## src/rtl/puzzle_pkg.sv

```systemverilog
// puzzle_pkg: shared definitions for the multi-channel click puzzle.
//   state_e  : puzzle FSM states
//   BLANK    : digit code that leaves a display digit dark
//   bin2bcd  : 8-bit binary to 3-digit BCD {hundreds, tens, ones}
package puzzle_pkg;

    typedef enum logic [2:0] {
        IDLE = 3'd0,
        ARM  = 3'd1,
        PLAY = 3'd2,
        DONE = 3'd3,
        FAIL = 3'd4
    } state_e;

    localparam logic [3:0] BLANK = 4'hF;

    // Double-dabble: before each shift, any BCD digit >= 5 gets +3 so the
    // shift carries correctly into the next decimal digit.
    function automatic logic [11:0] bin2bcd(input logic [7:0] bin);
        logic [19:0] s;
        s = {12'd0, bin};
        for (int i = 0; i < 8; i++) begin
            if (s[11:8] >= 4'd5)  s[11:8]  = s[11:8]  + 4'd3;
            if (s[15:12] >= 4'd5) s[15:12] = s[15:12] + 4'd3;
            if (s[19:16] >= 4'd5) s[19:16] = s[19:16] + 4'd3;
            s = {s[18:0], 1'b0};
        end
        return s[19:8];
    endfunction

endpackage

```

## src/rtl/click_lfsr16.sv

```systemverilog
// click_lfsr16: free-running 16-bit Fibonacci LFSR (taps 15,13,12,10),
// shifting left once per clock in every state.
//   clk  : clock, rising edge
//   rst  : asynchronous active-high reset, loads SEED
//   lfsr : current register value
module click_lfsr16 #(
    parameter logic [15:0] SEED = 16'hCAFE
) (
    input  logic        clk,
    input  logic        rst,
    output logic [15:0] lfsr
);

    logic [15:0] lfsr_q;
    logic [15:0] lfsr_d;
    logic        feedback;

    always_comb begin
        feedback = lfsr_q[15] ^ lfsr_q[13] ^ lfsr_q[12] ^ lfsr_q[10];
        lfsr_d   = {lfsr_q[14:0], feedback};
    end

    always_ff @(posedge clk or posedge rst) begin
        if (rst) begin
            lfsr_q <= SEED;
        end else begin
            lfsr_q <= lfsr_d;
        end
    end

    assign lfsr = lfsr_q;

endmodule

```

## src/rtl/phase1_multi_click.sv

```systemverilog
// phase1_multi_click: multi-channel click puzzle. The player must reach a
// pseudo-random click target on each button in order 0..CHANNELS-1 before
// a seconds countdown runs out.
//   clk, rst    : clock / asynchronous active-high reset
//   enable      : puzzle active; low returns to IDLE on the next edge
//   btn         : debounced, clk-synchronous buttons
//   tick_1hz    : one-cycle strobe per second
//   seg_display : 8 digit codes, pairs {ones,tens}: cnt | ch+1 | time | target
//   motor_pulse : one-cycle pulse per accepted click
//   clear, fail : high while in DONE / FAIL
//   active_ch   : channel currently being played
module phase1_multi_click
    import puzzle_pkg::*;
#(
    parameter int          CHANNELS      = 2,
    parameter int          CNT_W         = 8,
    parameter int          TGT_BASE      = 20,
    parameter int          TGT_RAND_BITS = 5,
    parameter int          TIME_LIMIT    = 60,
    parameter int          STRICT        = 0,
    parameter logic [15:0] LFSR_SEED     = 16'hCAFE
) (
    input  logic                clk,
    input  logic                rst,
    input  logic                enable,
    input  logic [CHANNELS-1:0] btn,
    input  logic                tick_1hz,
    output logic [31:0]         seg_display,
    output logic                motor_pulse,
    output logic                clear,
    output logic                fail,
    output logic [1:0]          active_ch
);

    localparam int         CH_W      = (CHANNELS > 1) ? $clog2(CHANNELS) : 1;
    localparam logic [1:0] LAST_CH   = 2'(CHANNELS - 1);
    localparam logic [6:0] TIME_INIT = 7'(TIME_LIMIT);

    state_e             state_q, state_d;
    logic [1:0]         arm_idx_q, arm_idx_d;
    logic [CNT_W-1:0]   cnt_q, cnt_d;
    logic [1:0]         ch_q, ch_d;
    logic [6:0]         time_q, time_d;
    logic [CNT_W-1:0]   target_q [CHANNELS];
    logic [CNT_W-1:0]   target_d [CHANNELS];
    logic [CHANNELS-1:0] btn_q, btn_d;
    logic               motor_q, motor_d;
    logic               clear_q, clear_d;
    logic               fail_q, fail_d;

    logic [15:0]         lfsr;
    logic                lfsr_unused;
    logic [CNT_W-1:0]    rand_val;
    logic [CNT_W-1:0]    new_target;
    logic [CNT_W-1:0]    cur_target;
    logic [CNT_W-1:0]    cnt_inc;
    logic [CHANNELS-1:0] click;
    logic [CHANNELS-1:0] correct_vec;
    logic [CHANNELS-1:0] wrong_vec;
    logic                correct_click;
    logic                wrong_click;
    logic                play_done;

    click_lfsr16 #(
        .SEED (LFSR_SEED)
    ) u_lfsr (
        .clk  (clk),
        .rst  (rst),
        .lfsr (lfsr)
    );

    // Only the low TGT_RAND_BITS of the LFSR feed the target.
    assign lfsr_unused = ^lfsr;

    generate
        if (TGT_RAND_BITS == 0) begin : g_no_rand
            assign rand_val = '0;
        end else begin : g_rand
            assign rand_val = CNT_W'(lfsr[TGT_RAND_BITS-1:0]);
        end
    endgenerate

    assign new_target = CNT_W'(TGT_BASE) + rand_val;
    assign cur_target = target_q[ch_q[CH_W-1:0]];
    assign cnt_inc    = cnt_q + CNT_W'(1);

    // Rising-edge detect: a held button produces a single click.
    assign btn_d = btn;
    assign click = btn & ~btn_q;

    genvar gi;
    generate
        for (gi = 0; gi < CHANNELS; gi++) begin : g_click
            assign correct_vec[gi] = click[gi] & (ch_q == 2'(gi));
            assign wrong_vec[gi]   = click[gi] & (ch_q != 2'(gi));
        end
    endgenerate

    assign correct_click = |correct_vec;
    assign wrong_click   = |wrong_vec;

    always_comb begin
        state_d   = state_q;
        arm_idx_d = arm_idx_q;
        cnt_d     = cnt_q;
        ch_d      = ch_q;
        time_d    = time_q;
        target_d  = target_q;
        motor_d   = 1'b0;
        play_done = 1'b0;

        case (state_q)
            IDLE: begin
                cnt_d     = '0;
                ch_d      = '0;
                time_d    = TIME_INIT;
                arm_idx_d = '0;
                if (enable) state_d = ARM;
            end
            ARM: begin
                // One target loaded per ARM cycle, channel k in cycle k.
                target_d[arm_idx_q[CH_W-1:0]] = new_target;
                if (arm_idx_q == LAST_CH) begin
                    state_d = PLAY;
                    ch_d    = '0;
                    cnt_d   = '0;
                end else begin
                    arm_idx_d = arm_idx_q + 2'd1;
                end
            end
            PLAY: begin
                if (tick_1hz) time_d = time_q - 7'd1;
                // In strict mode a wrong click overrides a simultaneous
                // correct one: reset, no pulse, no completion.
                if ((STRICT != 0) && wrong_click) begin
                    cnt_d = '0;
                end else if (correct_click) begin
                    motor_d = 1'b1;
                    if (cnt_inc == cur_target) begin
                        if (ch_q == LAST_CH) begin
                            play_done = 1'b1;
                            cnt_d     = cnt_inc;
                            state_d   = DONE;
                        end else begin
                            ch_d  = ch_q + 2'd1;
                            cnt_d = '0;
                        end
                    end else begin
                        cnt_d = cnt_inc;
                    end
                end
                // Completion of the final channel beats the last tick.
                if (!play_done && tick_1hz && (time_q == 7'd1)) begin
                    state_d = FAIL;
                    time_d  = '0;
                end
            end
            DONE: begin
            end
            FAIL: begin
                time_d = '0;
            end
            default: begin
                state_d = IDLE;
            end
        endcase

        if (!enable) begin
            state_d   = IDLE;
            arm_idx_d = '0;
            cnt_d     = '0;
            ch_d      = '0;
            time_d    = TIME_INIT;
            motor_d   = 1'b0;
        end

        // Flags follow the next state so they are high for exactly the
        // cycles spent in DONE / FAIL.
        clear_d = (state_d == DONE);
        fail_d  = (state_d == FAIL);
    end

    always_ff @(posedge clk or posedge rst) begin
        if (rst) begin
            state_q   <= IDLE;
            arm_idx_q <= '0;
            cnt_q     <= '0;
            ch_q      <= '0;
            time_q    <= TIME_INIT;
            btn_q     <= '0;
            motor_q   <= 1'b0;
            clear_q   <= 1'b0;
            fail_q    <= 1'b0;
            for (int i = 0; i < CHANNELS; i++) begin
                target_q[i] <= '0;
            end
        end else begin
            state_q   <= state_d;
            arm_idx_q <= arm_idx_d;
            cnt_q     <= cnt_d;
            ch_q      <= ch_d;
            time_q    <= time_d;
            btn_q     <= btn_d;
            motor_q   <= motor_d;
            clear_q   <= clear_d;
            fail_q    <= fail_d;
            target_q  <= target_d;
        end
    end

    function automatic logic [7:0] bcd_pair(input logic [7:0] v);
        logic [11:0] bcd;
        bcd = bin2bcd(v);
        return {bcd[3:0], bcd[7:4]};
    endfunction

    logic [3:0] ch_ones;
    assign ch_ones = {2'b00, ch_q} + 4'd1;

    always_comb begin
        seg_display = {8{BLANK}};
        if ((state_q == PLAY) || (state_q == DONE) || (state_q == FAIL)) begin
            seg_display = {bcd_pair(8'(cnt_q)), ch_ones, BLANK,
                           bcd_pair(8'(time_q)), bcd_pair(8'(cur_target))};
        end
    end

    assign motor_pulse = motor_q;
    assign clear       = clear_q;
    assign fail        = fail_q;
    assign active_ch   = ch_q;

endmodule

```

## config.mk

```make
export PLATFORM = sky130hd
export DESIGN_NAME = phase1_multi_click
export DESIGN_NICKNAME = d
export VERILOG_FILES = /design/src/rtl/puzzle_pkg.sv /design/src/rtl/click_lfsr16.sv /design/src/rtl/phase1_multi_click.sv
export SDC_FILE = /design/constraint.sdc
export NUM_CORES = 1
export LEC_CHECK = 0
export CAP_MARGIN = 15
export CORE_UTILIZATION = 58
export CTS_CLUSTER_DIAMETER = 120
export DETAILED_ROUTE_END_ITERATION = 8
export GPL_TIMING_DRIVEN = 0
export PLACE_DENSITY = 0.81
export SLEW_MARGIN = 20
export SYNTH_ARGS = -nofsm -noshare
export SYNTH_HDL_FRONTEND = slang
export SYNTH_SLANG_ARGS = --single-unit
```

## constraint.sdc

```tcl
create_clock -name clk -period 5.9 [get_ports clk]
set_clock_uncertainty 0.05 [all_clocks]
set_input_delay 1.18 -clock clk [delete_from_list [all_inputs] [get_ports clk]]
set_output_delay 1.18 -clock clk [all_outputs]
set_load 0.02 [all_outputs]
```

==> qor.yml, run 1 <==
logic_synthesis:
  synth_top_family_by_area: "compound AO/OA/AOI/OAI gates"
  synth.largest_area_cell: "dfrtp_1"
  muxShareOfSynthArea: 0.0676
  ys_seq_area_frac: 0.321
  syn_avg_cell_area_sq_um: 8.70
  synthTopCellsByCount: "nand2_1 (65), dfrtp_1 (40), ha_1 (37), inv_1 (33), a21oi_1 (31)"
  syn_inst: 500
  synthAdderAreaFrac: 0.106
  yosys.area_share.simple: 0.190
  synth_compound_area_frac: 0.195
  ys_ff_latch: 55
  yosysWarnings: 0
  ys.flop_type: "dfrtp_1"
  synthTopCellsByArea: "dfrtp_1 (23%), ha_1 (11%), dfstp_2 (9.1%)"
  syn_area_sq_um: 4350
  ys_async_sr_fraction: 1.00
  synth_top_area_frac: 0.230
  synth-edff-count: 0
  synth_xor_area_frac: 0.0679
  yosysUniqueCellTypes: 67
  yosysMostFrequentCell: "nand2_1"
critical_path:
  start_kind: "register"
  crit_type: "reg -> out"
  critPathMaxFanout: 7
  r2r_slack_ns: 2.89
  arrival_ns: 4.51
  cp_slowest_cell: "dfrtp_2"
  path_cells: "inv_2 -> ha_4 -> o21ai_1 -> xnor2_2 -> ha_2 -> nand2b_1 -> a32oi_4 -> xnor2_4 -> ha_4 -> nor2b_4 -> o311ai_4 -> o21ai_1 -> nand4_1 -> xor2_2 -> inv_2 -> ha_2 -> nor4_1 -> a21oi_1 -> nand2_1 -> dlygate4sd2_1"
  r2r-start: "active_ch[0]$_DFFE_PP0P_"
  cp.required_ns: 4.67
  cpPeakStageDelay_ns: 0.42
  r2r_end: "time_q[2]$_DFFE_PP1P_"
  crit_path_end_kind: "primary output"
  r2r_cells: 10
power_and_ir_drop:
  p_clk_frac: 0.242
  combPwrFrac: 0.321
  ir_drop_mv: 0.165
  powerDensity_nw_per_um2: 175
  swShare: 0.346
  leakagePower_nw: 2.31
  seq_power_share: 0.437
  p_int_w: 0.000610
  p_switching_w: 0.000323
sta:
  setup_violations: 0
  slew_headroom: 0.555
  worst_pin_slew_ns: 0.668
  fin_crit_ns: 5.74
  grt_setup_unrepaired: "yes"
  slew_violations: 0
  hold_viol_final: 0
  finalCritPeriodShare: 0.973
  max_freq_mhz: 174
  finalWorstSetupSlack_ns: 0.156
global_route:
  overflow: 0
  grtUsageTotal: 0.259
  grt_pass1_vias: 3561
  grt_max_degree: 37
  grt_pass1_wl_mm: 15.9
  antenna_found_initial: 0
cts:
  cts_max_level: 2
  numCtsBuffers: 5
  clk_pin_slew_worst_paths_ns: 0.11
  cts_tree: "done"
  cts_buffer_depth: 2
  clk_latency_ns: 0.32
  holdBufCountCts: 0
  clockRootBuffer: "clkbuf_8"
  cts.sinks: 55
floorplan:
  core_sq_um: 7250
  die_x_um: 88.6
  die_h_um: 88.6
  rows: 31
  die_area_sq_um: 7850
  boundaryPins: 43
  floorplan.initialDensity: 0.600
placed_design:
  pre_cts_slack_ns: -1.12
  placed_cells: 641
  placedInstanceArea_sq_um: 4880
  dp_hpwl_mm: 7.04
  portBuffers: 38
  gp_congestion: 0.876
detailed_routing:
  postRouteAntennaNets: 0
  drt-initial-drc-count: 239
  wirelength_mm: 9.99
  vias_per_cell: 5.69
  drcViolationCount: 0
  wire_per_inst_um: 15.0
  via_count: 3789
  first_pass_iters: 5
min_path:
  min_path_cells: 0
  hold_end: "u_lfsr.lfsr[6]$_DFF_PP1_"
  hp-class: "reg -> reg"
  min_from: "u_lfsr.lfsr[5]$_DFF_PP1_"
final_layout:
  stdcell_count: 666
  syn2layout_area_growth_pct: 22.4
  n_antenna_cell: 0
  utilization: 0.734
  final_area_sq_um: 5330
  nets: 609
  drive_gt1_frac: 0.194
job:
  maxCapViolations: 0
status:
  status: "completed"
==> state kept, by name, summed over array words and instances, names as in the netlist <==
register     flops
u_lfsr.lfsr     16
target_q        12
cnt_q            8
time_q           7
state_q          3
active_ch        2
arm_idx_q        2
btn_q            2
clear            1
fail             1
motor_pulse      1
==> layout by cell type (no fill, tap or decap), drive strengths merged, types with 21 or more instances in the layout <==
cell type / Yosys / routed
nand2: 65 / 65
dfrtp: 40 / 40
o21ai: 40 / 40
inv: 35 / 37
ha: 37 / 37
a21oi: 33 / 33
nor2: 30 / 30
buf: 8 / 27
clkdlybuf4s50: 0 / 26
xnor2: 21 / 21
==> power groups by stage <==
| stage | logic [W] | clock network (W) | registers [W] |
|---|---|---|---|
| after floorplan | 0.000206 | 0 | 0.000412 |
| after global placement | 0.000285 | 0 | 0.000413 |
| after detailed placement | 0.000297 | 0 | 0.000414 |
| after CTS | 0.000295 | 0.000231 | 0.000407 |
| after global routing | 0.000332 | 0.000248 | 0.000410 |
| final | 0.000299 | 0.000226 | 0.000407 |
==> per-stage QoR <==
stage / setup TNS [ns] / power [W] / hold slack (ns)
after floorplan: 0 / 0.000618 / 0.283
after global routing: -0.245 / 0.000989 / 0.322
after global placement: -4.31 / 0.000698 / 0.286
after detailed placement: -5.65 / 0.000711 / 0.290
after CTS: 0 / 0.000933 / 0.315
final: 0 / 0.000933 / 0.314
==> worst max-delay path: cells and delay by family, from the launching register on <==
family	cells	cell delay (ns)
and+or+nand+nor	5	0.90
AOI/OAI and AO/OA	5	0.90
adders and majority gates	4	0.81
xor gates and xnor gates	3	0.63
buffers and inverters	3	0.52
DFF	1	0.42
==> cell type report <==
| cell class | count | area [sq um] |
|---|---|---|
| clock buffers | 5 | 68.8 |
| inverters | 36 | 135 |
| fillers | 530 | 1930 |
| plain buffers | 16 | 91.3 |
| repair buffers | 56 | 523 |
| clock inverters | 3 | 31.3 |
| multi-input cells | 396 | 2950 |
| well taps | 99 | 124 |
| flip-flops and latches | 55 | 1400 |
==> per-layer routing <==
metal	track usage	vias to the layer above	routed length [um]
li1	-	1881	-
met1	0.330	1817	4490
met5	0	-	0
met4	0.0718	0	148
met2	0.463	76	5010
met3	0.0326	15	336
==> kinds of logic (layout without fill, tap and decap cells) <==
group                      count (synthesis)  after routing
other                                      1              4
DFF                                       55             55
xor gates and xnor gates                  29             29
muxes                                     26             26
adders and majority gates                 37             37
AOI/OAI and AO/OA                        130            130
buffers and inverters                     52            116
and+or+nand+nor                          170            170
==> timing repair <==
action | 4_1_cts | 5_1_grt
setup buffers | 7 | 10
gates resized for setup | 36 | 29
pin swaps | 5 | 8
endpoints found under the setup margin | 9 | 16
==> worst max path at each step <==
stage | startpoint | to | slack [ns] | cells after the start
finish | cnt_q[6]$_DFFE_PP0P_ | seg_display[27] | 0.16 | 20
CTS | cnt_q[6]$_DFFE_PP0P_ | seg_display[25] | 0.006 | 22
global route | cnt_q[6]$_DFFE_PP0P_ | seg_display[27] | -0.11 | 21
global placement | cnt_q[6]$_DFFE_PP0P_ | seg_display[26] | -0.91 | 21
detailed placement | cnt_q[6]$_DFFE_PP0P_ | seg_display[26] | -1.12 | 21
floorplan | cnt_q[6]$_DFFE_PP0P_ | seg_display[26] | 0.12 | 20
Note: power is estimated with default switching activity, not from simulation.
==> inputs of run 2 (changes only) <==
--- a/config.mk
+++ b/config.mk
@@ -6,6 +6,7 @@
 export NUM_CORES = 1
 export LEC_CHECK = 0
 export CAP_MARGIN = 15
+export CORE_ASPECT_RATIO = 1.4
 export CORE_UTILIZATION = 58
 export CTS_CLUSTER_DIAMETER = 120
 export DETAILED_ROUTE_END_ITERATION = 8
==> run 2 against run 1 <==
Net effect: maximum frequency about the same; hold slack about the same; utilization decreased by 1.2 points; clock power about the same; sequential power about the same; critical path type unchanged; critical endpoint is now seg_display[31].
==> qor.yml, run 2 (synthesis gave the netlist of run 1 again) <==
status:
  status: "completed"
cts:
  clk_latency_ns: 0.32
  cts_buffer_depth: 2
  clk_pin_slew_worst_paths_ns: 0.11
  cts.sinks: 55
  clockRootBuffer: "clkbuf_8"
  numCtsBuffers: 5
  cts_tree: "done"
  cts_max_level: 2
  holdBufCountCts: 0
global_route:
  grt_max_degree: 35
  antenna_found_initial: 0
  grtUsageTotal: 0.266
  grt_pass1_wl_mm: 16.5
  overflow: 0
  grt_pass1_vias: 3679
final_layout:
  drive_gt1_frac: 0.187
  n_antenna_cell: 0
  multi_input_area_sq_um: 2920
  syn2layout_area_growth_pct: 21.4
  largest_register_ffs: 16
  layout.cells.most_common_list: "nand2_1 (65), dfrtp_1 (38), inv_1 (31)"
  final_area_sq_um: 5280
  seq_area_sq_um: 1400
  n_fill_cell: 571
  stdcell_count: 663
  nets: 608
  final_common_cell: "nand2_1"
critical_path:
  crit_path_end_kind: "primary output"
  path_cells: "inv_2 -> ha_4 -> o21ai_2 -> xnor2_2 -> ha_2 -> nand2b_1 -> a32oi_4 -> xnor2_4 -> ha_2 -> nor2b_4 -> nor3b_2 -> or4_1 -> a21oi_2 -> a31o_2 -> o2bb2ai_1 -> a21o_1 -> clkdlybuf4s50_1"
  cpPeakStageDelay_ns: 0.60
  start_kind: "register"
  cp_common_cell: "ha_2"
  cp.required_ns: 4.67
  worst-path-buf-inv: 2
  arrival_ns: 4.52
  critPathMaxFanout: 7
  crit_type: "reg -> out"
  cp_slowest_cell: "clkdlybuf4s50_1"
  cp_top_family: "compound AO/OA/AOI/OAI gates"
placed_design:
  dp_hpwl_mm: 7.33
  placedInstanceArea_sq_um: 4880
  gp_congestion: 0.852
  placed_cells: 639
  portBuffers: 38
floorplan:
  die_h_um: 104
  floorplan.initialDensity: 0.595
  core_sq_um: 7310
  rows: 37
  boundaryPins: 43
  die_x_um: 75.2
  die_area_sq_um: 7850
detailed_routing:
  vias_per_cell: 5.83
  wirelength_mm: 10.2
  via_count: 3867
  drcViolationCount: 0
  first_pass_iters: 5
  drt-initial-drc-count: 183
  wire_per_inst_um: 15.4
  postRouteAntennaNets: 0
power_and_ir_drop:
  powerDensity_nw_per_um2: 177
  p_total_w: 0.000935
  ir_drop_mv: 0.184
  leakagePower_nw: 2.29
sta:
  slew_headroom: 0.545
  grt_setup_unrepaired: "yes"
  hold_viol_final: 0
  finalCritPeriodShare: 0.974
  fin_tns_setup_ns: 0
  worst_pin_slew_ns: 0.677
  slew_violations: 0
  fin_crit_ns: 5.75
  max_freq_mhz: 174
  setup_violations: 0
min_path:
  hp-class: "reg -> reg"
job:
  maxCapViolations: 0
run 2: worst paths after layout:
check / slack [ns] / end / startpoint / depth (start not counted)
worst max register to register: 2.93 / time_q[3]$_DFFE_PP1P_ / active_ch[0]$_DFFE_PP0P_ / 10
min in group asynchronous: 1.15 / time_q[0]$_DFFE_PP0P_ / rst / 2
max in group asynchronous: 4.05 / u_lfsr.lfsr[2]$_DFF_PP1_ / rst / 3
worst min-delay path: 0.31 / u_lfsr.lfsr[15]$_DFF_PP1_ / u_lfsr.lfsr[14]$_DFF_PP1_ / 0
worst max-delay path: 0.15 / seg_display[31] / cnt_q[6]$_DFFE_PP0P_ / 17
worst min register to register: 0.31 / u_lfsr.lfsr[15]$_DFF_PP1_ / u_lfsr.lfsr[14]$_DFF_PP1_ / 0
run 2: worst register-to-register path: stages, from the launching register on:
cell	delay, ns
dfrtp_1	0.44
buf_6	0.20
mux2i_4	0.31
buf_4	0.16
xnor3_1	0.30
nor4_1	0.29
nand4_1	0.26
o21ai_2	0.31
nor3b_2	0.35
a21oi_1	0.12
a21oi_1	0.13
run 2: report_power, final:
| group | internal (W) | leakage (nW) | switching [W] |
|---|---|---|---|
| combinational | 0.000128 | 1.55 | 0.000174 |
| clock | 0.0000904 | 0.0522 | 0.000135 |
| sequential | 0.000394 | 0.686 | 0.0000141 |
| total | 0.000612 | 2.29 | 0.000323 |
run 2: repair_timing:
| item | CTS | global route |
|---|---|---|
| buffers inserted | 8 | 8 |
| pin swaps | 5 | 6 |
| resized for setup | 32 | 21 |
| setup endpoints to repair | 9 | 14 |
run 2: layer usage:
layer / vias to the layer above / GRT usage / wire length, um
li1: 1872 / - / -
met1: 1875 / 0.318 / 4170
met2: 103 / 0.487 / 5520
met3: 17 / 0.0359 / 338
met4: 0 / 0.0688 / 160
met5: - / 0 / 0
run 2: cell type report:
type / count / share of cell area
multi-input cells: 396 / 0.553
flip-flops and latches: 55 / 0.265
plain buffers: 16 / 0.0173
clock buffers: 5 / 0.0130
well taps: 97 / 0.0230
repair buffers: 55 / 0.0976
clock inverters: 3 / 0.00592
inverters: 36 / 0.0256
run 2: stage by stage:
stage	util	hold WS, ns	worst slack [ns]
after detailed placement	0.667	0.293	-1.06
final	0.722	0.314	0.153
after CTS	0.705	0.313	0.0191
after global routing	0.722	0.320	-0.0104
after floorplan	-	0.283	0.118
after global placement	0.665	0.288	-0.883
==> inputs of run 3 (changes only) <==
--- a/config.mk
+++ b/config.mk
@@ -11,7 +11,7 @@
 export CTS_CLUSTER_DIAMETER = 120
 export DETAILED_ROUTE_END_ITERATION = 8
 export GPL_TIMING_DRIVEN = 0
-export PLACE_DENSITY = 0.81
+export PLACE_DENSITY = 0.84
 export SLEW_MARGIN = 20
 export SYNTH_ARGS = -nofsm -noshare
 export SYNTH_HDL_FRONTEND = slang
==> run 3 against run 2 <==
Net effect: count of clock-buffer cells in the layout unchanged; die area unchanged; utilization down 0.085 points.
==> qor.yml, run 3 (synthesis gave the netlist of run 1 again) <==
floorplan:
  rows: 37
  die_x_um: 75.2
  die_area_sq_um: 7850
  floorplan.initialDensity: 0.595
  boundaryPins: 43
  core_sq_um: 7310
  die_h_um: 104
critical_path:
  cp_slowest_cell: "dfrtp_2"
  start_kind: "register"
  arrival_ns: 4.48
  critPathMaxFanout: 7
  crit_type: "reg -> out"
  crit_path_end_kind: "primary output"
  cp.required_ns: 4.67
  path_cells: "inv_2 -> ha_4 -> o21ai_1 -> xnor2_2 -> ha_1 -> nand2b_1 -> a32oi_4 -> buf_4 -> mux2_4 -> a21oi_2 -> mux2i_2 -> ha_1 -> inv_1 -> a21oi_1 -> xnor2_1 -> buf_4 -> ha_1 -> inv_1 -> a21oi_1 -> a2bb2oi_2 -> and2_1 -> o21ai_1 -> buf_4"
  cpPeakStageDelay_ns: 0.42
  cp_top_family: "compound AO/OA/AOI/OAI gates"
  worst-path-buf-inv: 6
placed_design:
  placedInstanceArea_sq_um: 4880
  dp_hpwl_mm: 7.35
  gp_congestion: 0.896
  portBuffers: 38
  pre_cts_slack_ns: -1.09
sta:
  finalCritPeriodShare: 0.969
  fin_crit_ns: 5.71
  hold_viol_final: 0
  finalWorstSetupSlack_ns: 0.185
  slew_headroom: 0.586
  setup_violations: 0
  worst_pin_slew_ns: 0.604
  grt_setup_unrepaired: "yes"
  max_freq_mhz: 175
  holdWs_ns: 0.317
  slew_violations: 0
final_layout:
  syn2layout_area_growth_pct: 21.3
  drive_gt1_frac: 0.183
  nets: 606
  layout.cells.most_common_list: "nand2_1 (65), dfrtp_1 (38), inv_1 (31)"
  final_common_cell: "nand2_1"
  largest_register_ffs: 16
  utilization: 0.721
  n_fill_cell: 584
  final_area_sq_um: 5270
  n_antenna_cell: 0
cts:
  cts.sinks: 55
  clk_pin_slew_worst_paths_ns: 0.11
  clk_latency_ns: 0.32
  holdBufCountCts: 0
  cts_tree: "done"
  cts_buffer_depth: 2
  numCtsBuffers: 5
  clockRootBuffer: "clkbuf_8"
  cts_max_level: 2
detailed_routing:
  postRouteAntennaNets: 0
  drcViolationCount: 0
  wirelength_mm: 10.2
  via_count: 3861
  drt-initial-drc-count: 238
  vias_per_cell: 5.84
  wire_per_inst_um: 15.4
  first_pass_iters: 4
power_and_ir_drop:
  ir_drop_mv: 0.180
  leakagePower_nw: 2.30
  powerDensity_nw_per_um2: 176
global_route:
  grtUsageTotal: 0.273
  grt_pass1_wl_mm: 16.8
  grt_max_degree: 30
  grt_pass1_vias: 3659
  overflow: 0
  antenna_found_initial: 0
job:
  maxCapViolations: 0
min_path:
  hp-class: "reg -> reg"
status:
  status: "completed"
run 3: cell types whose count changed in the layout (fill, tap and decap cells not counted), sizes merged:
| cell | previous run | this run |
|---|---|---|
| buf | 26 | 24 |
| clkbuf | 14 | 15 |
| clkdlybuf4s50 | 30 | 26 |
| clkinv | 2 | 3 |
| dlymetal6s2s | 3 | 6 |
| inv | 37 | 36 |
run 3: layout make-up:
type | instances | area [sq um] | share of cell area
flip-flops and latches | 55 | 1400 | 0.265
clock buffers | 5 | 68.8 | 0.0130
clock inverters | 3 | 33.8 | 0.00641
well taps | 97 | 121 | 0.0230
plain buffers | 16 | 91.3 | 0.0173
multi-input cells | 396 | 2920 | 0.554
repair buffers | 53 | 505 | 0.0958
inverters | 36 | 135 | 0.0256
run 3: per-stage QoR:
| stage | cells | power (W) | setup TNS, ns |
|---|---|---|---|
| floorplan | 503 | 0.000618 | 0 |
| global placement | 638 | 0.000695 | -4.08 |
| detailed placement | 639 | 0.000712 | -5.60 |
| CTS | 656 | 0.000931 | 0 |
| global route | 661 | 0.000979 | -0.127 |
| finish | 661 | 0.000929 | 0 |
run 3: path summary, 6_finish.rpt:
check | cells after the start | end | slack [ns] | from
min reg2reg | 0 | u_lfsr.lfsr[15]$_DFF_PP1_ | 0.32 | u_lfsr.lfsr[14]$_DFF_PP1_
max | 23 | seg_display[26] | 0.19 | cnt_q[6]$_DFFE_PP0P_
min in group asynchronous | 2 | time_q[6]$_DFFE_PP0P_ | 1.20 | rst
max in group asynchronous | 3 | u_lfsr.lfsr[1]$_DFF_PP1_ | 3.97 | rst
min | 0 | u_lfsr.lfsr[15]$_DFF_PP1_ | 0.32 | u_lfsr.lfsr[14]$_DFF_PP1_
max reg2reg | 9 | time_q[2]$_DFFE_PP1P_ | 2.89 | active_ch[0]$_DFFE_PP0P_
run 3: where the power goes:
| part | total [W] | internal (W) | switching (W) |
|---|---|---|---|
| sequential | 0.000407 | 0.000394 | 0.0000132 |
| clock | 0.000223 | 0.0000895 | 0.000133 |
| combinational | 0.000299 | 0.000126 | 0.000173 |
| total | 0.000929 | 0.000609 | 0.000320 |
run 3: per-layer routing:
metal | vias to the layer above | GRT usage | wire [um]
li1 | 1878 | - | -
met1 | 1863 | 0.323 | 4080
met2 | 93 | 0.487 | 5500
met3 | 27 | 0.0368 | 295
met4 | 0 | 0.101 | 304
met5 | - | 0 | 0
run 3: repair_timing:
item / in CTS / in global routing
gates resized for setup: 32 / 28
pin swaps: 5 / 5
cloned: 0 / 0
buffers inserted: 9 / 5
endpoints found under the setup margin: 10 / 13
